**config.mk**
```make
export PLATFORM = sky130hd
export DESIGN_NAME = insn_fetch
export DESIGN_NICKNAME = d
export VERILOG_FILES = /design/src/rtl/insn_fetch_pkg.sv /design/src/rtl/insn_mem.sv /design/src/rtl/insn_fetch.sv
export SDC_FILE = /design/constraint.sdc
export NUM_CORES = 1
export LEC_CHECK = 0
export ABC_CLOCK_PERIOD_IN_PS = 4300
export CORE_UTILIZATION = 45
export CTS_CLUSTER_DIAMETER = 60
export DETAILED_ROUTE_END_ITERATION = 10
export DONT_BUFFER_PORTS = 1
export PLACE_DENSITY = 0.62
export SLEW_MARGIN = 20
export SYNTH_ARGS = -nofsm -noshare
export SYNTH_HDL_FRONTEND = slang
export SYNTH_HIERARCHICAL = 1
export SYNTH_SLANG_ARGS = --single-unit
export TNS_END_PERCENT = 50
```
**constraint.sdc**
```tcl
create_clock -name clka -period 4.3 [get_ports clka]
set_input_delay 0.86 -clock clka [delete_from_list [all_inputs] [get_ports clka]]
set_output_delay 0.86 -clock clka [all_outputs]
set_load 0.02 [all_outputs]
```
**src/rtl/insn_fetch_pkg.sv**
```systemverilog
// Shared definitions for the instruction fetch stage: default widths, buffer depth,
// buffer entry layout and the modulo-BUF_DEPTH pointer step.
package insn_fetch_pkg;

  localparam int unsigned PC_BITS_DEF   = 6;
  localparam int unsigned INSN_BITS_DEF = 16;
  localparam int unsigned BUF_DEPTH     = 3;

  typedef struct packed {
    logic [INSN_BITS_DEF-1:0] insn;
    logic [PC_BITS_DEF-1:0]   pc;
  } entry_t;

  function automatic logic [1:0] buf_ptr_inc(input logic [1:0] p);
    return (p == 2'(BUF_DEPTH - 1)) ? 2'd0 : p + 2'd1;
  endfunction

endpackage

```
**src/rtl/insn_mem.sv**
```systemverilog
// Instruction memory: synchronous 1R1W array, one-cycle registered read.
// Contents are never cleared.
module insn_mem #(
  parameter int unsigned ADDR_BITS = 6,
  parameter int unsigned DATA_BITS = 16
) (
  input  logic                 clka,
  input  logic                 i_we,
  input  logic [ADDR_BITS-1:0] i_waddr,
  input  logic [DATA_BITS-1:0] i_wdata,
  input  logic                 i_re,
  input  logic [ADDR_BITS-1:0] i_raddr,
  output logic [DATA_BITS-1:0] o_rdata
);

  logic [DATA_BITS-1:0] r_mem [2**ADDR_BITS];
  logic [DATA_BITS-1:0] r_rdata;

  always_ff @(posedge clka) begin
    if (i_we) r_mem[i_waddr] <= i_wdata;
    if (i_re) r_rdata <= r_mem[i_raddr];
  end

  assign o_rdata = r_rdata;

endmodule

```
**src/rtl/insn_fetch.sv**
```systemverilog
// Fetch stage: issues memory reads at pc_in when a buffer slot is guaranteed and presents
// results over valid/ready. `define INSN_FETCH_PERF_EN adds fetch_cnt/stall_cnt outputs.
// Buffer entries use the package widths, so override PC_BITS/INSN_BITS together with the package.
module insn_fetch
  import insn_fetch_pkg::*;
#(
  parameter int unsigned PC_BITS   = PC_BITS_DEF,
  parameter int unsigned INSN_BITS = INSN_BITS_DEF
) (
  input  logic                 clka,
  input  logic                 reset,
  input  logic                 run,
  input  logic [PC_BITS-1:0]   pc_in,
  output logic                 pc_advance,
  input  logic                 flush,
  input  logic                 ld_en,
  input  logic [PC_BITS-1:0]   ld_addr,
  input  logic [INSN_BITS-1:0] ld_data,
  output logic [INSN_BITS-1:0] insn,
  output logic [PC_BITS-1:0]   insn_pc,
  output logic                 insn_valid,
  input  logic                 insn_ready
`ifdef INSN_FETCH_PERF_EN
  ,
  output logic [15:0]          fetch_cnt,
  output logic [15:0]          stall_cnt
`endif
);

  logic [1:0]           r_count, r_rd, r_wr;
  logic                 r_inflight;
  logic [PC_BITS-1:0]   r_tag;
  entry_t               r_buf [BUF_DEPTH];
  entry_t               r_head;

  logic [INSN_BITS-1:0] w_rdata;
  logic                 w_issue, w_push, w_pop;
  logic [1:0]           w_count_n, w_rd_n;
  entry_t               w_new, w_head_n;

  insn_mem #(
    .ADDR_BITS(PC_BITS),
    .DATA_BITS(INSN_BITS)
  ) u_mem (
    .clka    (clka),
    .i_we    (ld_en & ~reset),
    .i_waddr (ld_addr),
    .i_wdata (ld_data),
    .i_re    (w_issue),
    .i_raddr (pc_in),
    .o_rdata (w_rdata)
  );

  assign insn_valid = (r_count != '0);

  // Occupancy counts the in-flight read, so a completing read always finds a free slot.
  always_comb begin
    w_issue   = run & ~flush & ~ld_en & ~reset
              & (({1'b0, r_count} + {2'b00, r_inflight}) < 3'(BUF_DEPTH));
    w_pop     = insn_valid & insn_ready & ~flush;
    w_push    = r_inflight & ~flush;
    w_new     = '{insn: w_rdata, pc: r_tag};
    w_count_n = r_count + {1'b0, w_push} - {1'b0, w_pop};
    w_rd_n    = w_pop ? buf_ptr_inc(r_rd) : r_rd;
    // The new head comes straight from the read port when it lands in an empty buffer.
    w_head_n  = (w_push && (w_rd_n == r_wr)) ? w_new : r_buf[w_rd_n];
  end

  always_ff @(posedge clka) begin
    if (reset) begin
      r_count    <= '0;
      r_rd       <= '0;
      r_wr       <= '0;
      r_inflight <= 1'b0;
      r_head     <= '0;
    end else begin
      r_inflight <= w_issue;
      if (w_issue) r_tag <= pc_in;
      if (flush) begin
        r_count <= '0;
        r_rd    <= '0;
        r_wr    <= '0;
      end else begin
        if (w_push) begin
          r_buf[r_wr] <= w_new;
          r_wr        <= buf_ptr_inc(r_wr);
        end
        r_rd    <= w_rd_n;
        r_count <= w_count_n;
        if (w_count_n != '0) r_head <= w_head_n;
      end
    end
  end

  assign pc_advance = w_issue;
  assign insn       = r_head.insn;
  assign insn_pc    = r_head.pc;

`ifdef INSN_FETCH_PERF_EN
  logic [15:0] r_fetch_cnt, r_stall_cnt;

  always_ff @(posedge clka) begin
    if (reset || flush) begin
      r_fetch_cnt <= '0;
      r_stall_cnt <= '0;
    end else begin
      if (w_issue && (r_fetch_cnt != '1)) r_fetch_cnt <= r_fetch_cnt + 16'd1;
      if (run && !w_issue && (r_stall_cnt != '1)) r_stall_cnt <= r_stall_cnt + 16'd1;
    end
  end

  assign fetch_cnt = r_fetch_cnt;
  assign stall_cnt = r_stall_cnt;
`endif

endmodule

```
## Yosys cells after proc, flatten, opt, wreduce, memory -nomap -nowiden

Memories as Yosys holds them, arrays and structs flattened. A register that Yosys moved wholly into a read port is not among the register bits.
Index checks and enable logic that the tools add are counted.
Widths: inputs -> output; s select.

- ROM bits: 0
- Output and inout bits: 24
- Bits in writable memories: 1090
- Latch bits: 0
- Flip-flop bits (word level): 13
- Memories kept: 2

Memory list:

| name | depth | width | rd ports | clocked after Yosys merged registers in | wr ports | line | text |
|---|---|---|---|---|---|---|---|
| u_mem.r_mem | 64 | 16 | 1 | 1 | 1 | insn_mem.sv:16 | `logic [DATA_BITS-1:0] r_mem [2**ADDR_BITS];` |
| r_buf | 3 | 22 | 1 | 1 | 1 | insn_fetch.sv:33 | `entry_t r_buf [BUF_DEPTH];` |

- Mux-type cells: 9
- Eq/ne operators: 2
- Reduce and logical (&&, ||, !) cells: 5
- Divide/modulo/power cells: 0
- Multipliers: 0
- Order comparisons: 1
- Bitwise gates (word level): 11
- Shifts and indexed selects: 0
- $add $sub $neg: 5

Operator list:

| kind | number |
|---|---|
| $and 1x1->1 | 8 |
| $mux 1 | 6 |
| $mux 2 | 3 |
| $add 2x1->2 const B | 2 |
| $eq 2x2->1 const B | 2 |
| $reduce_and 2->1 | 2 |
| $reduce_bool 2->1 | 2 |
| $add 2x1->3 | 1 |
| $lt 3x2->1 const B | 1 |
| $not 1->1 | 3 |
| $add 2x1->2 | 1 |
| $reduce_or 2->1 | 1 |
| $sub 2x1->2 | 1 |

## Longest topological paths before layout

- Depth in word-level cells: 6
- Depth in mapped cells: 14

## Cells and area by module

The synthesis kept the hierarchy.

By module, submodules not included:

| module | cells each | times used | area an instance (µm²) |
|---|---|---|---|
| insn_mem | 1829 | 1 | 40202.3 |
| insn_fetch | 479 | 1 | 5614.1 |

## Worst setup path before layout

OpenSTA, ideal clock, no wires.

- Kind: input to output
- Start: in flush
- End: out pc_advance
- Setup slack: 0.025 ns
- Path buffers: 1
- Cell stages on the path: 3
- Data arrival time: 3.415 ns
- Data required time: 3.440 ns
- Cells stage by stage: or2_0 clkbuf_1 nor4_1

- Word-level cells in the longest chain between the ends: 5

RTL lines:

| item | line | text |
|---|---|---|
| from (decl) | insn_fetch.sv:15 | `input logic flush,` |
| $not 1->1 (no line) | -- |  |
| $and 1x1->1 (3 in series) | insn_fetch.sv:58 | `w_issue = run & ~flush & ~ld_en & ~reset` |
| $and 1x1->1 | insn_fetch.sv:59 | `& (({1'b0, r_count} + {2'b00, r_inflight}) < 3'(BUF_DEPTH));` |
| to (decl) | insn_fetch.sv:14 | `output logic pc_advance,` |

Every way passes these cells.

## Worst setup path in the final report

- Start: reg r_count[1]
- End: reg r_head, in the netlist insn[7]

- Word-level cells in the longest chain between the ends: 6

RTL lines:

| item | line | text |
|---|---|---|
| from (decl) | insn_fetch.sv:30 | `logic [1:0] r_count, r_rd, r_wr;` |
| from (signal assigned) | insn_fetch.sv:89 | `r_count <= w_count_n;` |
| $reduce_bool 2->1 | insn_fetch.sv:54 | `assign insn_valid = (r_count != '0);` |
| $and 1x1->1 (2 in series) | insn_fetch.sv:60 | `w_pop = insn_valid & insn_ready & ~flush;` |
| $sub 2x1->2 | insn_fetch.sv:63 | `w_count_n = r_count + {1'b0, w_push} - {1'b0, w_pop};` |
| $reduce_bool 2->1 | insn_fetch.sv:90 | `if (w_count_n != '0) r_head <= w_head_n;` |
| $reduce_and 2->1 (no line) | -- |  |
| to (signal assigned) | insn_fetch.sv:90 |  |
| to (decl) | insn_fetch.sv:34 | `entry_t r_head;` |

Several ways; a longest one is shown, not always the timed one.
A chain may end at the register's enable or synchronous reset.

==> flow_summary.json <==
{
  "use_met2": 0.362,
  "whs_ns": 0.244,
  "portBuffers": 0,
  "path_max_fanout": 26,
  "synth_edf_count": 1112,
  "cts_max_level": 3,
  "drtIter0Drc": 1948,
  "powerDensity_nw_per_um2": 443,
  "hpwl_um": 61900,
  "worst_setup_path_end_kind": "flop",
  "cts_buffer_depth": 3,
  "syn_avg_cell_area_um2": 19.9,
  "cts_sinks": 1141,
  "rsz0062_at_grt": "false",
  "grt_pass1_vias": 23377,
  "cts_tree": "built",
  "arrival_ns": 3.82,
  "cap_viol_max_count": 0,
  "synth_cells": 2308,
  "slew_violations": 0,
  "cts_resized": 0,
  "r2r_setup_slack_ns": 1.10,
  "grt_use_total": 0.211,
  "finish.utilization": 0.507,
  "grt_first_pass_wirelength_um": 158000,
  "yosysTopAreaCell": "edfxtp_1",
  "final_common_cell": "edfxtp_1",
  "worstSkewPairLatency_ns": 0.69,
  "max_freq_mhz": 312,
  "netlist_top_cells_area": "edfxtp_1 73%, mux4_2 11%, mux2i_1 1.9%",
  "critical_path_required_ns": 4.92,
  "fin_crit_ns": 3.20,
  "area_growth_pct": 11.1,
  "grt_max_degree": 262,
  "netlist_area_um2": 45800,
  "layout_setup_ws_ns": 1.10,
  "fin_crit_sh": 0.744,
  "crit_type": "flop to flop",
  "dr.pass1.iters": 5,
  "die_w_um": 321,
  "reg2reg_depth": 13,
  "r2r_end": "insn[7]$_SDFFE_PP0P_",
  "synth_seq_cells": 1141,
  "syn_nets": 2346,
  "cts_hold_buf": 0,
  "yosysWarnings": 6,
  "clk_pin_slew_ns": 0.06,
  "vias": 22757,
  "p_leak_nw": 16.0,
  "startpoint_type": "flop",
  "viasPerCell": 5.96,
  "ant_nets": 0,
  "status": "complete, no violations",
  "holdCritStartpoint": "ld_en",
  "layout.nets": 2401,
  "avgRoutedWirePerCell_um": 28.3,
  "drc": 0,
  "final_cell_mix": "1112 x edfxtp_1, 220 x mux4_2, 117 x clkbuf_16, 99 x buf_4, 88 x nand2_1",
  "dpl.cell_count": 3604,
  "finalSetupTns_ns": 0,
  "hold_path.class": "primary input to flop",
  "synth_top_area_frac": 0.729,
  "synthArstFlopShare": 0,
  "cts_buffers": 114,
  "hold_depth": 1,
  "fin_cells": 3817,
  "use_met3": 0.0356,
  "start_util": 0.456,
  "fp.dieH_um": 321,
  "pin_count": 58,
  "whs_endpoint": "r_inflight$_SDFF_PP0_",
  "fin_worst_skew_ns": 0.0201,
  "timing.final.hold_violations": 0,
  "reg2reg_from": "r_count[1]$_SDFF_PP0_",
  "die_area_um2": 103000,
  "cts-root-buf": "clkbuf_16",
  "routabilityCongestion": 0.822,
  "antenna_found_initial": 4,
  "peakVddDrop_v": 0.000354,
  "totalWireLength_um": 108000,
  "ys_types": 67,
  "grtUsageMet1": 0.277,
  "ys_seq_area_frac": 0.741,
  "tightest_slew_ns": 1.21,
  "dpl_worst_slack_ns": 0.885,
  "drive_above_1_share": 0.235,
  "setup_viol": 0,
  "synthFlopType": "edfxtp_1",
  "slew_headroom": 0.192,
  "core_region_area_um2": 100000,
  "cts_setup_buffers": 0,
  "gr-total-overflow": 0,
  "top_usage_layer": "met2",
  "rows": 116
}
## state kept, by name, summed over array words and instances (netlist names), 2 cells and up
register       cells
u_mem/r_mem     1024
r_buf             66
insn              16
u_mem/o_rdata     16
insn_pc            6
r_tag              6
r_count            2
r_rd               2
r_wr               2
## worst max path at each step
stage                     cells after the start             startpoint                             to
after floorplan                               3                  flush                     pc_advance
after global routing                         13  r_count[1]$_SDFF_PP0_          insn[10]$_SDFFE_PP0P_
final                                        13  r_count[1]$_SDFF_PP0_           insn[7]$_SDFFE_PP0P_
after detailed placement                      5                  ld_en  u_mem/r_mem[62][15]$_DFFE_PP_
after global placement                        5                  ld_en   u_mem/r_mem[6][15]$_DFFE_PP_
after CTS                                    13  r_count[1]$_SDFF_PP0_           insn[7]$_SDFFE_PP0P_
## per-layer routing
metal  share of wire  up-vias
met5         0.00023        -
met4           0.026        4
met1            0.40    12116
met2            0.51      762
met3           0.062      150
li1                -     9725
## power breakdown
group	internal (W)	switching [W]	leakage, nW	total, W
combinational	0.000322	0.000313	4.02	0.000635
sequential	0.0122	0.0000226	10.2	0.0123
clock	0.00559	0.00407	1.79	0.00966
## logic make-up (layout without fill, tap and decap cells)
group	count (synthesis)	count (layout)	share of synthesized area
AO/OA/AOI/OAI	269	269	0.0506
XOR/XNOR	1	1	0.000519
adder cells (fa/ha/maj)	4	4	0.00109
buffers and inverters	163	313	0.0229
flip-flops	1141	1141	0.741
multiplexers	338	338	0.136
other	0	2	0
AND/OR/NAND/NOR	392	392	0.0472
## critical path: stages, from the launching register on
cell     delay (ns)
dfxtp_1        0.41
nor2_2         0.08
inv_2          0.04
buf_4          0.38
nand2_2        0.11
inv_2          0.41
ha_1           0.33
inv_1          0.06
ha_1           0.15
xor3_1         0.23
nor2_1         0.19
o21ba_2        0.51
nand2_1        0.12
o21ai_1        0.10
## synth_stat cells (7+ instances only)
library cell	number
o211a_1	22
a31oi_1	8
nor3b_1	24
a211o_1	8
or3_1	23
clkbuf_1	56
dfxtp_1	29
and3b_1	22
a21oi_1	19
o41ai_2	20
a22oi_1	39
buf_6	22
a211oi_2	21
nor2b_1	32
buf_4	15
o21ai_1	25
nand2_1	88
nand3_1	25
a311oi_1	8
nand3b_1	25
a211oi_1	10
mux2i_1	86
edfxtp_1	1112
a221oi_1	16
nand4_1	34
mux4_2	220
o211ai_1	22
o22ai_1	22
nor2_1	81
buf_2	51
mux2_2	28
buf_12	7
## layout make-up
type	instances	area [um^2]
diodes	2	5.00
clock buffers	146	3050
clock inverters	65	607
fillers	8041	49500
inverters	3	11.3
multi-input cells	1004	10800
flip-flops and latches	1141	34000
well taps	1357	1700
repair buffers	99	743
## per-stage QoR
| step | area (um^2) | power [W] |
|---|---|---|
| 2_1_floorplan | 45800 | 0.0131 |
| 3_3_place_gp | 47300 | 0.0131 |
| 3_5_place_dp | 47300 | 0.0131 |
| 4_1_cts | 50900 | 0.0227 |
| 5_1_grt | 50900 | 0.0232 |
| 6_report | 50900 | 0.0226 |
No activity file was read; power rests on OpenSTA's default activity.
